`src/rtl/div_unit_pkg.sv`:
```
// rtl/div_unit_pkg.sv - shared FSM encodings and status constants for the iterative divider
package div_unit_pkg;

    localparam logic [1:0] DIV_FREE   = 2'b00;
    localparam logic [1:0] DIV_BYZERO = 2'b01;
    localparam logic [1:0] DIV_ON     = 2'b10;
    localparam logic [1:0] DIV_END    = 2'b11;

    localparam logic DIV_RESULT_READY     = 1'b1;
    localparam logic DIV_RESULT_NOT_READY = 1'b0;

endpackage

```
`src/rtl/div_sign_fix.sv`:
```
// rtl/div_sign_fix.sv - combinational two's-complement negate-and-select (abs at start, fix-up at end)
module div_sign_fix #(
    parameter int W = 32
) (
    input  logic [W-1:0] value_i,
    input  logic         negate_i,
    output logic [W-1:0] value_o
);

    assign value_o = negate_i ? ((~value_i) + W'(1)) : value_i;

endmodule

```
`src/rtl/div_unit.sv`:
```
// rtl/div_unit.sv - radix-2 shift-subtract DIV/DIVU unit, result {remainder, quotient}
// Optional STPU_DIV_ZERO_FLAG_EN adds div_zero_o alongside ready_o.
module div_unit
    import div_unit_pkg::*;
#(
    parameter int DATA_W = 32
) (
    input  logic                  clk,
    input  logic                  rst,
    input  logic                  signed_div_i,
    input  logic [DATA_W-1:0]     opdata1_i,
    input  logic [DATA_W-1:0]     opdata2_i,
    input  logic                  start_i,
    input  logic                  annul_i,
    output logic [2*DATA_W-1:0]   result_o,
    output logic                  ready_o
`ifdef STPU_DIV_ZERO_FLAG_EN
    ,
    output logic                  div_zero_o
`endif
);

    localparam int CNT_W = $clog2(DATA_W) + 1;

    logic [1:0]          state_q, state_d;
    logic [CNT_W-1:0]    cnt_q, cnt_d;
    logic [DATA_W-1:0]   rem_q, rem_d;
    logic [DATA_W-1:0]   dvd_q, dvd_d;
    logic [DATA_W-1:0]   dsr_q, dsr_d;
    logic                sign1_q, sign1_d;
    logic                sign2_q, sign2_d;
    logic [2*DATA_W-1:0] result_q, result_d;
    logic                ready_q, ready_d;
    logic                zero_q, zero_d;

    logic                op1_neg, op2_neg;
    logic [DATA_W-1:0]   op1_abs, op2_abs;
    logic [DATA_W:0]     rem_sh, diff;
    logic [DATA_W-1:0]   rem_nx, quo_nx, rem_fix, quo_fix;

    assign op1_neg = signed_div_i & opdata1_i[DATA_W-1];
    assign op2_neg = signed_div_i & opdata2_i[DATA_W-1];

    div_sign_fix #(.W(DATA_W)) u_abs1 (.value_i(opdata1_i), .negate_i(op1_neg), .value_o(op1_abs));
    div_sign_fix #(.W(DATA_W)) u_abs2 (.value_i(opdata2_i), .negate_i(op2_neg), .value_o(op2_abs));

    // DATA_W+1-bit subtract: the top bit is the borrow, i.e. rem < divisor
    assign rem_sh = {rem_q, dvd_q[DATA_W-1]};
    assign diff   = rem_sh - {1'b0, dsr_q};
    assign rem_nx = diff[DATA_W] ? rem_sh[DATA_W-1:0] : diff[DATA_W-1:0];
    assign quo_nx = {dvd_q[DATA_W-2:0], ~diff[DATA_W]};

    div_sign_fix #(.W(DATA_W)) u_fix_q (.value_i(quo_nx), .negate_i(sign1_q ^ sign2_q), .value_o(quo_fix));
    div_sign_fix #(.W(DATA_W)) u_fix_r (.value_i(rem_nx), .negate_i(sign1_q), .value_o(rem_fix));

    always_comb begin
        state_d  = state_q;
        cnt_d    = cnt_q;
        rem_d    = rem_q;
        dvd_d    = dvd_q;
        dsr_d    = dsr_q;
        sign1_d  = sign1_q;
        sign2_d  = sign2_q;
        result_d = result_q;
        ready_d  = ready_q;
        zero_d   = zero_q;
        case (state_q)
            DIV_FREE: begin
                ready_d  = DIV_RESULT_NOT_READY;
                result_d = '0;
                zero_d   = 1'b0;
                if (start_i && !annul_i) begin
                    cnt_d   = '0;
                    sign1_d = op1_neg;
                    sign2_d = op2_neg;
                    if (opdata2_i == '0) begin
                        state_d = DIV_BYZERO;
                        dvd_d   = opdata1_i;
                    end else begin
                        state_d = DIV_ON;
                        rem_d   = '0;
                        dvd_d   = op1_abs;
                        dsr_d   = op2_abs;
                    end
                end
            end
            DIV_BYZERO: begin
                state_d  = DIV_END;
                ready_d  = DIV_RESULT_READY;
                result_d = {dvd_q, {DATA_W{1'b1}}};
                zero_d   = 1'b1;
            end
            DIV_ON: begin
                rem_d = rem_nx;
                dvd_d = quo_nx;
                cnt_d = cnt_q + CNT_W'(1);
                // Final iteration registers the sign-corrected result directly
                if (cnt_q == CNT_W'(DATA_W - 1)) begin
                    state_d  = DIV_END;
                    ready_d  = DIV_RESULT_READY;
                    result_d = {rem_fix, quo_fix};
                end
            end
            default: begin
                if (!start_i) begin
                    state_d  = DIV_FREE;
                    ready_d  = DIV_RESULT_NOT_READY;
                    result_d = '0;
                    zero_d   = 1'b0;
                end
            end
        endcase
        if (annul_i && (state_q != DIV_FREE)) begin
            state_d  = DIV_FREE;
            ready_d  = DIV_RESULT_NOT_READY;
            result_d = '0;
            zero_d   = 1'b0;
        end
    end

    always_ff @(posedge clk) begin
        if (rst) begin
            state_q  <= DIV_FREE;
            cnt_q    <= '0;
            rem_q    <= '0;
            dvd_q    <= '0;
            dsr_q    <= '0;
            sign1_q  <= 1'b0;
            sign2_q  <= 1'b0;
            result_q <= '0;
            ready_q  <= DIV_RESULT_NOT_READY;
            zero_q   <= 1'b0;
        end else begin
            state_q  <= state_d;
            cnt_q    <= cnt_d;
            rem_q    <= rem_d;
            dvd_q    <= dvd_d;
            dsr_q    <= dsr_d;
            sign1_q  <= sign1_d;
            sign2_q  <= sign2_d;
            result_q <= result_d;
            ready_q  <= ready_d;
            zero_q   <= zero_d;
        end
    end

    assign result_o = result_q;
    assign ready_o  = ready_q;
`ifdef STPU_DIV_ZERO_FLAG_EN
    assign div_zero_o = zero_q;
`else
    logic unused_zero;
    assign unused_zero = zero_q;
`endif

endmodule

```
`config.mk`:
```
export PLATFORM = sky130hd
export DESIGN_NAME = div_unit
export DESIGN_NICKNAME = d
export VERILOG_FILES = /design/src/rtl/div_unit_pkg.sv /design/src/rtl/div_sign_fix.sv /design/src/rtl/div_unit.sv
export SDC_FILE = /design/constraint.sdc
export NUM_CORES = 1
export LEC_CHECK = 0
export BUFFER_PORTS_ARGS = -buffer_cell sky130_fd_sc_hd__buf_2
export CAP_MARGIN = 20
export CORE_MARGIN = 2
export CORE_UTILIZATION = 53
export DETAILED_ROUTE_END_ITERATION = 10
export PLACE_DENSITY_LB_ADDON = 0.15
export SLEW_MARGIN = 5
export SYNTH_ARGS = -nofsm -noshare
export SYNTH_HDL_FRONTEND = slang
export SYNTH_HIERARCHICAL = 1
export SYNTH_SLANG_ARGS = --single-unit
```
`constraint.sdc`:
```
create_clock -name clk -period 5.8 [get_ports clk]
set_input_delay 1.16 -clock clk [delete_from_list [all_inputs] [get_ports clk]]
set_output_delay 1.16 -clock clk [all_outputs]
set_load 0.1 [all_outputs]
```
==> out/qor.csv <==
stage;metric;value;unit
status;outcome;completed;
worst_setup_path;CP Class;reg -> reg;
clocking;clk slew on worst S/H paths;0.08;ns
synthesis;main combinational cell family by area after synthesis;compound AO/OA/AOI/OAI gates;
clocking;TritonCTS clock tree;built;
drt;DRT iter0 DRCs;944;
global_route;gr usage total;28.4;%
synthesis;simple-gate share of the synthesized area;22.1;%
placed_design;worst slack, placed;0.721;ns
synthesis;complex-gate fraction of the synthesized area;24.9;%
global_route;total grt overflow;0;
pwr;Pwr per Cell Area;458;mW/mm^2
synthesis;Synth Flop Type;dfxtp_1;
timing;final slew viol count;0;
synthesis;Syn Nets;1706;
clocking;TritonCTS Buffers;17;
global_route;largest net degree at the start of global routing;103;
timing;unrepaired setup endpoints after global routing;false;
placed_design;HPWL reported at the end of detailed placement;26300;um
timing;minimum clock period;5.15;ns
synthesis;mux share of post-synthesis cell area;5.95;%
placed_design;DP Cell Count;1953;
drt;Routed WL;36100;um
timing;Worst slew margin;45.2;%
synthesis;Post-synth EDFFs;0;
synthesis;Cell Area, Synth;0.0127;mm^2
finish;Area Growth Syn to Fin;11.7;%
drt;Vias/cell;6.07;
timing;clk_skew;0.0146;ns
synthesis;FF+latch count, synth;171;
finish;fillers;2224;
timing;Final Hold Viols;0;
finish;share of layout cells above drive strength 1;17.4;%
clocking;post-CTS setup buffer count;0;
clocking;clk buf depth;2;
worst_setup_path;CP startpoint kind;flop;
synthesis;adder-cell share of the synthesized area;4.19;%
pwr;Pwr Total;6.51;mW
die;I/O pin total;134;
drt;DR vias;12100;
die;die area;0.0253;mm^2
timing;FMAX;194;MHz
finish;# diodes;0;
timing;setup TNS;0;ns
synthesis;Mean Syn Cell Area;7.98;um^2
die;Die Wd;159;um
global_route;initial antenna violation count;0;
synthesis;sequential share of the synthesized area;26.9;%
drt;antenna-violating nets left;0;
finish;Final nets;1769;
placed_design;I/O Buffers;133;
synthesis;Synth cell types;68;
clocking;hold_buf cts;0;
worst_hold_path;worst hold path class;reg -> reg;
pwr;VDD IR-drop max;294;uV
worst_setup_path;Critical Path Fanout Max;21;
worst_setup_path;CP Data Arrival Time;5.50;ns
finish;Finished Layout Cells;1990;
clocking;PostCTS Resize Cnt;0;
synthesis;xor/xnor share of the synthesized area;10.8;%
global_route;first-pass GRT wire length;59000;um
synthesis;Cells after Synth;1595;
timing;period utilization;88.7;%
timing;hold_ws;0.449;ns
timing;setup slack after layout;0.653;ns
worst_setup_path;CP Data Required Time;6.16;ns
clocking;clock sink count;171;
finish;Layout Utilization;60.4;%
clocking;H-tree depth;4;
synthesis;async set or reset register ratio after synthesis;0;%
timing;final setup fails;0;
timing;Least-Margin Pin Slew;0.822;ns
die;initial core utilization;54.1;%
drt;WL per Instance;18.2;um
clocking;clock root buffer;clkbuf_16;
pwr;P_leak;5.59;nW
drt;DRC viols;0;
synthesis;Synth warnings;6;
drt;router iterations before antenna repair;6;
placed_design;Placed Area;0.0135;mm^2
die;Die H;159;um
global_route;vias in the first global route;11300;
run;Max Cap Violations;0;
finish;Design Area, Final;0.0142;mm^2
placed_design;RePlAce Congestion;0.938;
worst_setup_path;Setup crit end kind;flop;
die;Placeable Area;0.0235;mm^2
clocking;latest clock arrival within the worst-skew pair;0.43;ns
die;row count;56;
-- synthesized netlist by cell type (6+ instances only) --
| cell | n | area (um^2) |
|---|---|---|
| nand2_1 | 212 | 796 |
| dfxtp_1 | 171 | 3420 |
| a21oi_1 | 166 | 831 |
| xnor2_1 | 141 | 1230 |
| nor2_1 | 95 | 357 |
| nand3_1 | 92 | 460 |
| clkbuf_1 | 78 | 293 |
| o21ai_0 | 60 | 300 |
| a22o_1 | 57 | 499 |
| inv_1 | 53 | 199 |
| a21o_1 | 43 | 323 |
| ha_1 | 41 | 513 |
| o31ai_1 | 37 | 278 |
| mux2_2 | 29 | 327 |
| nand2b_1 | 20 | 125 |
| nand4_1 | 20 | 125 |
| nor3_1 | 20 | 100 |
| o41ai_1 | 20 | 175 |
| mux2i_1 | 19 | 190 |
| a222oi_1 | 17 | 170 |
| buf_1 | 16 | 60.1 |
| mux2_4 | 16 | 240 |
| nor4_1 | 16 | 100 |
| nor4_4 | 16 | 340 |
| o41ai_2 | 16 | 260 |
| xor2_1 | 13 | 114 |
| nor2b_1 | 12 | 75.1 |
| and2_1 | 9 | 56.3 |
| or2b_1 | 8 | 60.1 |
| buf_2 | 7 | 35.0 |
| a31oi_1 | 6 | 37.5 |
| or3_1 | 6 | 37.5 |
-- cells by family after synthesis --
| logic type | after synthesis |
|---|---|
| buffers and inverters | 162 |
| AOI/OAI and AO/OA | 453 |
| xor gates and xnor gates | 155 |
| DFF | 171 |
| and+or+nand+nor | 548 |
| muxes | 64 |
| adders and majority gates | 42 |
-- flip-flops by register name, summed over array words and instances, names as in the netlist --
signal / flops
ready_o: 1
dvd_q: 32
result_o: 64
dsr_q: 32
state_q: 2
cnt_q: 6
sign2_q: 1
sign1_q: 1
rem_q: 32
-- path summary, 6_finish.rpt --
path / start / slack [ns] / endpoint / cells after the start
hold / removal: result_o[25] / 0.45 / result_o[25] / 2
setup reg to reg: dvd_q[31] / 0.65 / result_o[63] / 19
setup / recovery: dvd_q[31] / 0.65 / result_o[63] / 19
hold reg to reg: result_o[25] / 0.45 / result_o[25] / 2
-- critical path, stage by stage, from the launching register on --
cell and delay, ns:
dfxtp_1 0.38, inv_1 0.06, ha_1 0.21, fa_1 0.39, nand2b_1 0.20, a21oi_1 0.19, o21ai_0 0.13, o211a_2 0.18
o211ai_2 0.23, a221oi_4 0.11, xnor2_4 0.58, buf_4 0.38, mux2_2 0.41, nor4_4 0.38, nand4b_2 0.25, o41ai_2 0.39
xnor2_1 0.20, a22o_1 0.16, nand3_1 0.08, a21oi_1 0.15
-- where the power goes --
part / switching (mW) / internal [mW]
registers: 0.143 / 1.26
logic: 2.53 / 1.40
clock network: 0.552 / 0.617
-- cell usage in the layout, fill, tap and decap left out, drive strengths merged, types with 36 or more instances in the layout --
cell type  synthesis  layout
a21oi            167     167
nor2              95      95
a21o              43      43
o41ai             36      36
a22o              57      57
ha                41      41
o21ai             61      61
nand2            213     213
xnor2            142     142
nand3             92      92
mux2              45      45
inv               53      59
dfxtp            171     171
buf               30     153
o31ai             37      37
-- layout make-up --
type / instances / area (um^2) / share of cell area (%)
clock inverters: 15 / 179 / 1.26
inverters: 53 / 199 / 1.40
well taps: 319 / 399 / 2.81
repair buffers: 153 / 878 / 6.18
flip-flops and latches: 171 / 3420 / 24.1
multi-input cells: 1262 / 8720 / 61.3
clock buffers: 17 / 425 / 2.99
-- metal layers --
layer / GRT usage, % / wire length (um) / vias to the layer above / share of wire (%)
met3: 4.25 / 2090 / 61 / 5.8
li1: - / - / 5884 / -
met4: 11.4 / 1330 / 0 / 3.7
met5: 0 / 0 / - / 0
met2: 46.9 / 16900 / 420 / 47
met1: 37.3 / 15800 / 5716 / 44
Power figures use the tool's default switching activity.
